<file path="config.mk">
export PLATFORM = sky130hd
export DESIGN_NAME = pp_frame_decoder
export DESIGN_NICKNAME = d
export VERILOG_FILES = /design/src/rtl/pp_pkg.sv /design/src/rtl/pp_sat_counter.sv /design/src/rtl/pp_frame_decoder.sv
export SDC_FILE = /design/constraint.sdc
export NUM_CORES = 1
export LEC_CHECK = 0
export CAP_MARGIN = 20
export CORE_MARGIN = 4
export CORE_UTILIZATION = 47
export CTS_BUF_LIST = sky130_fd_sc_hd__clkbuf_4
export DETAILED_ROUTE_END_ITERATION = 8
export PLACE_DENSITY = 0.79
export SETUP_SLACK_MARGIN = 0.02
export SYNTH_ARGS = -nofsm -noshare
export SYNTH_HDL_FRONTEND = slang
export SYNTH_SLANG_ARGS = --single-unit
export TNS_END_PERCENT = 5
</file>
<file path="constraint.sdc">
create_clock -name clk -period 2.2 [get_ports clk]
set_input_delay 0.44 -clock clk [delete_from_list [all_inputs] [get_ports clk]]
set_output_delay 0.44 -clock clk [all_outputs]
set_load 0.01 [all_outputs]
</file>
<file path="src/rtl/pp_pkg.sv">
// Shared word layout for the post-processing stream (packer and decoder).
package pp_pkg;

  localparam int unsigned WORD_W     = 16;
  localparam int unsigned NIB_W      = 4;
  localparam logic [3:0]  MARKER     = 4'hF;

  // Field offsets inside a packed stream word
  localparam int unsigned MARKER_LSB = 12;
  localparam int unsigned CH1_LSB    = 8;
  localparam int unsigned CH2_LSB    = 4;
  localparam int unsigned CH3_LSB    = 0;

  // One stream word: marker nibble followed by one nibble per channel
  typedef struct packed {
    logic [NIB_W-1:0] marker;
    logic [NIB_W-1:0] ch1;
    logic [NIB_W-1:0] ch2;
    logic [NIB_W-1:0] ch3;
  } pp_word_t;

  // Number of stream words needed to carry one sample of each channel
  function automatic int unsigned words_per_frame(input int unsigned data_width);
    return data_width / NIB_W;
  endfunction

endpackage

</file>
<file path="src/rtl/pp_sat_counter.sv">
// Saturating up-counter with synchronous clear.
module pp_sat_counter #(
  parameter int unsigned WIDTH = 8
) (
  input  logic             clk,
  input  logic             rst,
  input  logic             i_clr,
  input  logic             i_inc,
  output logic [WIDTH-1:0] o_count
);

  // Count up on i_inc, hold at all-ones, clear on rst or i_clr
  always_ff @(posedge clk) begin
    if (rst || i_clr) begin
      o_count <= '0;
    end else if (i_inc && (o_count != {WIDTH{1'b1}})) begin
      o_count <= o_count + WIDTH'(1);
    end
  end

endmodule

</file>
<file path="src/rtl/pp_frame_decoder.sv">
// Unpacks marker-tagged 16-bit words into three DATA_WIDTH channel samples.
module pp_frame_decoder
  import pp_pkg::*;
#(
  parameter int unsigned DATA_WIDTH    = 16,
  parameter int unsigned ERR_CNT_WIDTH = 8,
  parameter int unsigned FRM_CNT_WIDTH = 16
) (
  input  logic                     clk,
  input  logic                     rst,
  input  logic                     start,
  input  logic [WORD_W-1:0]        in_data,
  input  logic                     in_valid,
  output logic                     in_ready,
  output logic [DATA_WIDTH-1:0]    out_ch1,
  output logic [DATA_WIDTH-1:0]    out_ch2,
  output logic [DATA_WIDTH-1:0]    out_ch3,
  output logic                     out_valid,
  input  logic                     out_ready,
  output logic                     sync_err,
  output logic [ERR_CNT_WIDTH-1:0] err_count,
  output logic [FRM_CNT_WIDTH-1:0] frame_count
);

  localparam int unsigned WPF  = words_per_frame(DATA_WIDTH);
  localparam int unsigned PH_W = (WPF > 1) ? $clog2(WPF) : 1;
  localparam logic [PH_W-1:0] PH_LAST = PH_W'(WPF - 1);

  pp_word_t              w_word;
  logic                  w_accept;
  logic                  w_marker_ok;
  logic                  w_good;
  logic                  w_bad;
  logic                  w_last;
  logic [PH_W-1:0]       r_phase;
  logic [PH_W-1:0]       w_phase_nxt;
  logic [DATA_WIDTH-1:0] r_asm1;
  logic [DATA_WIDTH-1:0] r_asm2;
  logic [DATA_WIDTH-1:0] r_asm3;
  logic [DATA_WIDTH-1:0] w_asm1_nxt;
  logic [DATA_WIDTH-1:0] w_asm2_nxt;
  logic [DATA_WIDTH-1:0] w_asm3_nxt;

  assign w_word      = pp_word_t'(in_data);
  assign w_accept    = in_valid && in_ready;
  assign w_marker_ok = (w_word.marker == MARKER);
  // start overrides any word accepted in the same cycle
  assign w_good      = w_accept && w_marker_ok && !start;
  assign w_bad       = w_accept && !w_marker_ok && !start;
  assign w_last      = w_good && (r_phase == PH_LAST);

  // Shift the new nibble into the LS end; MS nibble arrives first
  assign w_asm1_nxt  = DATA_WIDTH'({r_asm1, w_word.ch1});
  assign w_asm2_nxt  = DATA_WIDTH'({r_asm2, w_word.ch2});
  assign w_asm3_nxt  = DATA_WIDTH'({r_asm3, w_word.ch3});

  // Phase (word index) state register
  always_ff @(posedge clk) begin
    if (rst) begin
      r_phase <= '0;
    end else begin
      r_phase <= w_phase_nxt;
    end
  end

  // Next phase: realign on start or marker error, wrap after the last word
  always_comb begin
    w_phase_nxt = r_phase;
    if (start || w_bad || w_last) begin
      w_phase_nxt = '0;
    end else if (w_good) begin
      w_phase_nxt = r_phase + PH_W'(1);
    end
  end

  // Hold off only the final word while an unaccepted triple is pending
  always_comb begin
    in_ready = 1'b1;
    if (out_valid && !out_ready && (r_phase == PH_LAST)) begin
      in_ready = 1'b0;
    end
  end

  // Assembly shift registers; left untouched on errors
  always_ff @(posedge clk) begin
    if (rst) begin
      r_asm1 <= '0;
      r_asm2 <= '0;
      r_asm3 <= '0;
    end else if (w_good) begin
      r_asm1 <= w_asm1_nxt;
      r_asm2 <= w_asm2_nxt;
      r_asm3 <= w_asm3_nxt;
    end
  end

  // Output triple register with valid/ready hold
  always_ff @(posedge clk) begin
    if (rst) begin
      out_ch1   <= '0;
      out_ch2   <= '0;
      out_ch3   <= '0;
      out_valid <= 1'b0;
    end else if (w_last) begin
      out_ch1   <= w_asm1_nxt;
      out_ch2   <= w_asm2_nxt;
      out_ch3   <= w_asm3_nxt;
      out_valid <= 1'b1;
    end else if (out_valid && out_ready) begin
      out_valid <= 1'b0;
    end
  end

  // Marker-error pulse and wrapping good-frame counter
  always_ff @(posedge clk) begin
    if (rst) begin
      sync_err    <= 1'b0;
      frame_count <= '0;
    end else begin
      sync_err <= w_bad;
      if (start) begin
        frame_count <= '0;
      end else if (w_last) begin
        frame_count <= frame_count + FRM_CNT_WIDTH'(1);
      end
    end
  end

  pp_sat_counter #(
    .WIDTH (ERR_CNT_WIDTH)
  ) u_err_cnt (
    .clk     (clk),
    .rst     (rst),
    .i_clr   (start),
    .i_inc   (w_bad),
    .o_count (err_count)
  );

endmodule

</file>
==> results of run 1 <==
==> cell type report <==
| type | count | area, um^2 |
|---|---|---|
| flip-flops and latches | 112 | 2240 |
| repair buffers | 114 | 1130 |
| clock buffers | 9 | 67.6 |
| fillers | 764 | 3240 |
| well taps | 108 | 135 |
| inverters | 8 | 30.0 |
| multi-input cells | 376 | 1820 |
| clock inverters | 7 | 48.8 |
==> Yosys cell counts (all sizes together) (3+ instances only) <==
library cell | instances | share of area [%]
a21oi | 106 | 13
and3 | 3 | 0.45
and4 | 3 | 0.62
buf | 3 | 0.36
clkbuf | 32 | 2.9
dfxtp | 112 | 53
ha | 3 | 0.89
inv | 8 | 0.71
nand2 | 181 | 16
nand3 | 11 | 1.3
nand4 | 8 | 1.2
nor2 | 5 | 0.45
o21ai | 11 | 1.3
o31ai | 6 | 1.1
or3 | 11 | 1.6
or4 | 9 | 1.7
==> flip-flops by register name, summed over array words and instances, names as in the netlist <==
register,cells
sync_err,1
u_err_cnt.o_count,8
out_ch1,16
r_asm1,12
r_phase,2
out_ch3,16
out_valid,1
frame_count,16
r_asm2,12
out_ch2,16
r_asm3,12
==> worst max-delay path, stage by stage (launching register included) <==
cell and delay, ns:
dfxtp_2 0.36, ha_1 0.22, and3b_1 0.20, or4_4 0.58
or4_1 0.52, a21oi_1 0.16
==> metrics by stage <==
step                total power, W  worst slack [ns]  area [um^2]  hold WS (ns)  TNS (ns)
floorplan                  0.00213             0.135         4210         0.432         0
CTS                        0.00307            0.0986         5480         0.288         0
global route               0.00316            0.0258         5480         0.312         0
detailed placement         0.00219            -0.251         5370         0.442     -3.02
global placement           0.00219            -0.190         5370         0.440     -2.13
finish                     0.00305            0.0975         5480         0.305         0
==> layer usage <==
| layer | part of all wire [%] | wire length, um | vias to the layer above |
|---|---|---|---|
| met1 | 44 | 4520 | 1846 |
| met4 | 0.41 | 42 | 0 |
| met2 | 47 | 4790 | 118 |
| li1 | - | - | 1972 |
| met5 | 0 | 0 | - |
| met3 | 8.5 | 864 | 5 |
==> final timing paths <==
| kind | startpoint | end | cells past startpoint |
|---|---|---|---|
| worst max register to register | r_phase[0] | frame_count[12] | 5 |
| worst min-delay path | rst | u_err_cnt.o_count[6] | 4 |
| worst max-delay path | r_phase[0] | frame_count[12] | 5 |
| worst min register to register | r_asm2[10] | out_ch2[14] | 2 |
==> power by group through the flow <==
stage	Sequential (W)	Clock, W	Combinational (W)
global route	0.00204	0.000997	0.000125
floorplan	0.00208	0	0.0000471
CTS	0.00204	0.000924	0.000114
detailed placement	0.00208	0	0.000114
finish	0.00204	0.000903	0.000114
global placement	0.00208	0	0.000113
==> cells by family (layout without fill, tap and decap cells) <==
| logic type | Yosys count | after routing | synth area share (%) |
|---|---|---|---|
| simple gates | 242 | 242 | 25.4 |
| compound gates | 129 | 129 | 16.2 |
| flops | 112 | 112 | 53.2 |
| buf+inv | 43 | 138 | 3.92 |
| fa+ha+maj | 3 | 3 | 0.891 |
| xor+xnor | 2 | 2 | 0.416 |
==> repair_timing <==
item,4_1_cts,5_1_grt
resized for setup,5,1
endpoints found under the setup margin,1,1
gates cloned,0,0
==> flow_summary.json, run 1 <==
{
  "outcome": "finished clean",
  "drtIter0Drc": 173,
  "globalRouteOverflowTotal": 0,
  "tritoncts": "built",
  "switching_power_w": 0.000736,
  "share_of_the_cycle_needed_by_the_critical_path_after_routing_pct": 95.6,
  "ys_seq_area_share_pct": 53.2,
  "power.share.switching_pct": 24.1,
  "critPathArrivalTime_ns": 2.48,
  "place.detailed.hpwl_um": 6840,
  "synth_top_flop_cell": "dfxtp_1",
  "drt_wl_total_um": 10200,
  "ffs_latches_synth": 112,
  "clockBufferDepth": 2,
  "buffer_ports.inserted": 95,
  "finish.net_count": 645,
  "postRouteAntennaNets": 0,
  "drive_gt1_share_pct": 6.71,
  "global_route.usage.met3_pct": 5.35,
  "slew_viol_final": 0,
  "final_core_utilization_pct": 62.8,
  "cts.hold.buffers_added": 0,
  "gr-max-usage-layer": "met2",
  "postSynth.asyncResetShare_pct": 0,
  "antenna_found_initial": 0,
  "grt_pass1_wl_um": 16700,
  "tightest_slew_ns": 0.840,
  "irDropWorstVdd_mv": 0.381,
  "cell_internal_pwr_w": 0.00232,
  "pin_count": 96,
  "r2r_setup_slack_ns": 0.1,
  "required_worst_endpoint_ns": 2.57,
  "most-common-layout-cells": "nand2_1 (181), dfxtp_1 (111), a21oi_1 (106)",
  "critPathCaptureType": "flip-flop",
  "critical_path.max_fanout": 7,
  "clkLatencyLatePin_ns": 0.44,
  "synth.net_count": 555,
  "rows": 34,
  "power.leakage_nw": 1.71,
  "numClockSinks": 112,
  "min-delay-path-class": "input pin to flip-flop",
  "fin_cells": 734,
  "fin_worst_skew_ns": 0.0170,
  "die_area_mm2": 0.0105,
  "num_vias": 3941,
  "power-per-cell-area_mw_per_mm2": 557,
  "grt_max_degree": 86,
  "synth-edff-count": 0,
  "cts-htree-levels": 3,
  "syn_to_final_growth_pct": 30.1,
  "globalplace.congestion": 0.809,
  "clk_pin_slew_worst_paths_ns": 0.16,
  "cp-start-kind": "flip-flop",
  "drc": 0,
  "unrepaired_setup_endpoints_after_global_routing": "no",
  "dp_cells": 718,
  "seqPwrFrac_pct": 66.7,
  "instance_count_of_the_mapped_netlist": 531,
  "synthDistinctLibCells": 31,
  "antennaDiodeCount": 0,
  "layout_commonest_cell": "nand2_1",
  "ys.warnings.count": 0,
  "die_boundary_width_um": 103,
  "via_per_inst": 5.37,
  "post_synth.cell_area_avg_um2": 7.93,
  "fp.dieH_um": 103,
  "cap_viol_max_count": 0,
  "number_of_detailed_route_iterations_in_the_first_pass": 4,
  "route.detailed.wl_per_inst_um": 13.9,
  "cts_made_buffers": 9,
  "power.clock.fraction_pct": 29.6,
  "grt_pass1_vias": 3714,
  "netlist_area_mm2": 0.00421,
  "groute.usage.overall_pct": 19.4,
  "report.final.setup_viol": 0,
  "finalWorstPathRequiredPeriod_ns": 2.10,
  "grt_util_met1_pct": 24.5,
  "initial_core_util_pct": 48.3,
  "floorplan.core_area_mm2": 0.00872,
  "max_freq_mhz": 476,
  "cts.root.buffer_cell": "clkbuf_4",
  "maxSlewHeadroom_pct": 44.0,
  "endpoints_failing_hold": 0,
  "power_frac_comb_pct": 3.7,
  "post_cts_buffers": 0,
  "critical_path_class": "flip-flop to flip-flop",
  "grt_util_met2_pct": 32.6
}
(Power assumes the default switching activity.)
==> run 2, diff against run 1 <==
Settings changed: HOLD_SLACK_MARGIN set to 0.02.
==> results of run 2 <==
Final layout, timing and power as in run 1 (identical DEF).
==> run 3, diff against run 2 <==
Settings changed: CTS_CLUSTER_DIAMETER set to 120, PLACE_DENSITY 0.79 to not set, PLACE_DENSITY_LB_ADDON set to 0.12.
==> run 3 against run 2 <==
Against the previous run:
- register-to-register slack improved by 0.06 ns
- total power rose by 1.1%
- first-iteration DRC count fell by 13%
- die area did not move
- cell area rose by 0.57%
- routed wire length fell by 3.7%
- clock skew rose by 0.0025 ns
- flip-flop and latch count did not move
- critical path type is now flip-flop to output port
- combinational power rose by 4%
- worst hold slack improved by 0.029 ns
- final cell count rose by 0.41%
- via count fell by 1.2%
==> flow_summary.json, run 3 (synthesis results as in run 1) <==
{
  "drive_gt1_share_pct": 7.47,
  "layout_commonest_cell": "nand2_1",
  "max_freq_mhz": 490,
  "tightest_slew_ns": 0.658,
  "endpoints_failing_hold": 0,
  "min-delay-path-class": "input pin to flip-flop",
  "floorplan.core_area_mm2": 0.00872,
  "antennaDiodeCount": 0,
  "postRouteAntennaNets": 0,
  "irDropWorstVdd_mv": 0.260,
  "antenna_found_initial": 0,
  "clk_pin_slew_worst_paths_ns": 0.17,
  "fin_worst_skew_ns": 0.0195,
  "numClockSinks": 112,
  "power.leakage_nw": 1.74,
  "cts-htree-levels": 3,
  "num_vias": 3894,
  "cts_made_buffers": 9,
  "post_cts_buffers": 0,
  "route.detailed.wl_per_inst_um": 13.4,
  "report.final.setup_viol": 0,
  "cap_viol_max_count": 0,
  "worst_path_max_delay_cell": "dfxtp_1",
  "clkLatencyLatePin_ns": 0.44,
  "via_per_inst": 5.28,
  "number_of_detailed_route_iterations_in_the_first_pass": 4,
  "tritoncts": "built",
  "dp_cells": 721,
  "final_core_utilization_pct": 63.2,
  "unrepaired_setup_endpoints_after_global_routing": "no",
  "cp_cell_sequence": "ha_1, and3b_1, buf_4, inv_1, clkbuf_2",
  "power-per-cell-area_mw_per_mm2": 560,
  "critPathCaptureType": "output port",
  "pin_count": 96,
  "cts.root.buffer_cell": "clkbuf_4",
  "critPathArrivalTime_ns": 1.60,
  "rows": 34,
  "finish.net_count": 648,
  "groute.usage.overall_pct": 18.7,
  "drc": 0,
  "clockBufferDepth": 2,
  "initial_core_util_pct": 48.3,
  "share_of_the_cycle_needed_by_the_critical_path_after_routing_pct": 92.9,
  "place.detailed.hpwl_um": 6650,
  "setup-tns-final_ns": 0,
  "die_area_mm2": 0.0105,
  "grt_pass1_wl_um": 15900,
  "syn_to_final_growth_pct": 30.8,
  "count_of_filler_cells_inserted_in_the_layout": 775,
  "critical_path_class": "flip-flop to output port",
  "grt_max_degree": 67,
  "maxSlewHeadroom_pct": 56.1,
  "globalplace.congestion": 0.806,
  "ctsResizeCount": 2,
  "critical_path.max_fanout": 4,
  "globalRouteOverflowTotal": 0,
  "finalWorstPathRequiredPeriod_ns": 2.04,
  "fin_cells": 737,
  "hold_ws_ns": 0.334,
  "grt_pass1_vias": 3544,
  "drtIter0Drc": 150,
  "most-common-layout-cells": "nand2_1 (181), dfxtp_1 (112), a21oi_1 (106)",
  "die_boundary_width_um": 103,
  "cp-start-kind": "flip-flop",
  "fp.dieH_um": 103,
  "drt_wl_total_um": 9840,
  "outcome": "finished clean",
  "required_worst_endpoint_ns": 1.76,
  "buffer_ports.inserted": 95,
  "cp_slowest_stage_delay_ns": 0.35,
  "slew_viol_final": 0,
  "cts.hold.buffers_added": 0
}
[run 3: cell count changes in the layout (fill, tap and decap cells not counted), moves of 2 or more]
| cell | change |
|---|---|
| clkinv_4 | -2 |
| inv_6 | +2 |
| buf_4 | +4 |
| clkinv_1 | -2 |
[run 3: cell type report]
type	count	area, um^2	share of cell area [%]
clock buffers	10	75.1	1.36
clock inverters	6	55.1	0.999
flip-flops and latches	112	2240	40.7
multi-input cells	376	1830	33.2
well taps	108	135	2.45
inverters	8	30.0	0.545
repair buffers	117	1140	20.8
[run 3: layer usage]
metal	GRT usage (%)	wire, um
met5	0	0
met4	6.36	108
met3	4.13	642
met2	31.5	4690
met1	23.8	4400
[run 3: worst paths after layout]
| kind | endpoint | slack (ns) | depth (start not counted) | startpoint |
|---|---|---|---|---|
| hold reg to reg | out_ch1[13] | 0.45 | 2 | r_asm1[9] |
| setup / recovery | in_ready | 0.16 | 5 | r_phase[0] |
| hold / removal | u_err_cnt.o_count[6] | 0.33 | 4 | rst |
| setup reg to reg | frame_count[12] | 0.16 | 5 | r_phase[0] |
[run 3: power breakdown]
part | leakage (nW) | internal, W | total [W] | switching (W)
combinational | 0.763 | 0.0000553 | 0.000118 | 0.0000625
sequential | 0.902 | 0.00203 | 0.00204 | 0.00000243
clock | 0.0701 | 0.000264 | 0.000933 | 0.000669
total | 1.74 | 0.00235 | 0.00309 | 0.000734
[run 3: through the flow]
step | setup slack, ns | area (um^2) | power (W)
finish | 0.157 | 5510 | 0.00309
detailed placement | -0.332 | 5380 | 0.00220
global route | 0.0661 | 5510 | 0.00321
global placement | -0.298 | 5380 | 0.00220
floorplan | 0.135 | 4210 | 0.00213
CTS | 0.0338 | 5510 | 0.00312
[run 3: worst max-delay path, delay by kind of cell (launching register included)]
family / cells / cell delay (ns)
fa+ha+maj: 1 / 0.20
buf+inv: 3 / 0.43
simple gates: 1 / 0.20
flops: 1 / 0.35
==> RTL change: new RTL, settings of run 2 <==
Make the reset (`rst`) asynchronous in 4 clocked blocks.
--- a/src/rtl/pp_frame_decoder.sv
+++ b/src/rtl/pp_frame_decoder.sv
@@ -55,7 +55,7 @@
   assign w_asm3_nxt  = DATA_WIDTH'({r_asm3, w_word.ch3});
 
   // Phase (word index) state register
-  always_ff @(posedge clk) begin
+  always_ff @(posedge clk or posedge rst) begin
     if (rst) begin
       r_phase <= '0;
     end else begin
@@ -82,7 +82,7 @@
   end
 
   // Assembly shift registers; left untouched on errors
-  always_ff @(posedge clk) begin
+  always_ff @(posedge clk or posedge rst) begin
     if (rst) begin
       r_asm1 <= '0;
       r_asm2 <= '0;
@@ -95,7 +95,7 @@
   end
 
   // Output triple register with valid/ready hold
-  always_ff @(posedge clk) begin
+  always_ff @(posedge clk or posedge rst) begin
     if (rst) begin
       out_ch1   <= '0;
       out_ch2   <= '0;
@@ -112,7 +112,7 @@
   end
 
   // Marker-error pulse and wrapping good-frame counter
-  always_ff @(posedge clk) begin
+  always_ff @(posedge clk or posedge rst) begin
     if (rst) begin
       sync_err    <= 1'b0;
       frame_count <= '0;
Behaviour: differs if rst is asserted again (counterexample within 4 cycles, from zero or initial values and one cycle with rst high); with rst held inactive, the same outputs for 10 cycles.
==> RTL change against run 2 <==
- combinational power rose by 79%
- design area rose by 8.5%
- wire length fell by 9.1%
- sequential cell count did not move
- total power rose by 13%
- area after synthesis rose by 8.5%
- clock power rose by 17%
- worst setup slack improved by 0.010 ns
==> RTL change: results (changes against run 2) <==
Run status
  – Status: finished clean

Logic synthesis
  – Seq/Total Area, Yosys: 60.4% (+7.2 points)
  – Yosys cell types: 39 (+26%)
  – Post-Syn Nets: 362 (-35%)
  – Most used DFF post-synth: dfrtp_1
  – Most area-consuming cells after synthesis: dfrtp_1, mux2_2, dfxtp_1, a21oi_1, or4_1
  – Post-synth top cells: dfrtp_1, mux2_2, a21oi_1, nor2_1, or4_1
  – Ys async rst share: 92.9% (+93 points)

Clock network
  – Clock transition at path regs: 0.16 ns (about the same)
  – Max clock buf depth: 2 (unchanged)
  – Worst-Skew Late Latency: 0.44 ns (about the same)
  – Postcts setup bufs: 0 (unchanged)
  – Clk root buf: clkbuf_4
  – H-tree depth: 3 (unchanged)

Power
  – Clock-net power: 0.00106 W (+17%)
  – Seq group: 0.00220 W (+8%)
  – Clock Power Share: 30.6% (+1.0 points)
  – Leak pwr: 2.67 nW (+56%)
  – VDD IR max: 0.382 mV (about the same)
  – Int Power: 0.00264 W (+14%)

Global routing
  – GR Layer Usage met3: 3.37% (-2.0 points)
  – Largest net degree at the start of global routing: 68 (-21%)
  – Met1 Usage GRT: 22.2% (-2.2 points)
  – Met2 GRT Util: 29.0% (-3.6 points)
  – GRT Util Overall: 17.2% (-2.2 points)
  – Vias in the first global route: 3199 (-14%)
  – First-pass GRT wire length: 15700 um (-5.9%)

Min path
  – Hold crit path type: primary input to asynchronous set/reset pin

Final layout
  – Nets: 470 (-27%)
  – Share of layout cells above drive strength 1: 28.2% (+21 points)

Routing
  – Initial DRC count: 188 (+8.7%)
  – Routed vias/inst: 5.37 (about the same)
  – Drt pass-1 iters: 4 (unchanged)
  – WL/cell: 16.0 um (+15%)

Critical path
  – FF-to-FF End: u_err_cnt.o_count[4]
  – Worst setup path startpoint: r_phase[0]
  – Arrival time worst endpoint: 2.45 ns (-0.03 ns)
  – CP endpoint kind: flip-flop

STA
  – Fmax: 478 MHz (+0.49%)
  – Setup violators final: 0 (unchanged)
  – Final hold slack: 0.294 ns (-0.0107 ns)
  – Worst Clk Skew: 0.0221 ns (+0.00507 ns)
  – Worst Tran Pin Value: 0.409 ns (-0.431 ns)

Placed design
  – Dpl ws: -0.170 ns (+0.0807 ns)
  – DP Wirelength: 6570 um (-4.1%)
  – Gp weighted congestion: 0.837 (+3.5%)
==> RTL change: cell types whose count changed after synthesis, sizes merged, moves of 6 or more <==
cell / before / now
nand2: 181 / 9
clkbuf: 32 / 5
buf: 3 / 11
mux2: 0 / 84
dfrtp: 0 / 104
nor2: 5 / 11
a21oi: 106 / 17
dfxtp: 112 / 8
==> RTL change: what timing repair did <==
| item | CTS | global route |
|---|---|---|
| endpoints found under the setup margin | 1 | 1 |
| gates resized for setup | 2 | 1 |
| gates cloned | 0 | 0 |
| hold buffers | 0 | 0 |
| pin swaps | 0 | 0 |
==> RTL change: layer usage <==
metal,vias up,part of all wire (%)
met5,-,0
met4,0,1.2
met3,11,3.8
met2,57,51
met1,1591,44
li1,1456,-
==> RTL change: per-stage QoR <==
step	util, %	cell area (um2)	std cells
after floorplan	-	4580	338
after global placement	61.9	5800	564
after detailed placement	61.9	5800	564
after CTS	63.5	5950	580
after global routing	63.4	5940	580
final	63.4	5940	580
==> RTL change: logic make-up after synthesis <==
| group | after synthesis | share of synthesized area, % |
|---|---|---|
| adders and majority gates | 3 | 0.821 |
| muxes | 86 | 21.1 |
| AOI/OAI and AO/OA | 41 | 5.47 |
| xor gates and xnor gates | 3 | 0.575 |
| and+or+nand+nor | 72 | 9.31 |
| DFF | 112 | 60.4 |
| buffers and inverters | 21 | 2.27 |
==> RTL change: layout make-up <==
class / instances / area, um2
Fill cell: 740 / 3430
Sequential cell: 112 / 2760
Multi-Input combinational cell: 205 / 1710
Timing Repair Buffer: 113 / 1130
Tap cell: 129 / 161
Clock inverter: 6 / 76.3
Clock buffer: 10 / 75.1
Inverter: 5 / 22.5
==> RTL change: worst max-delay path: stages (launching register included) <==
cell and delay, ns:
dfrtp_1 0.43, ha_1 0.24, and3b_1 0.23, or3_4 0.44, or4_1 0.52, a21oi_1 0.16
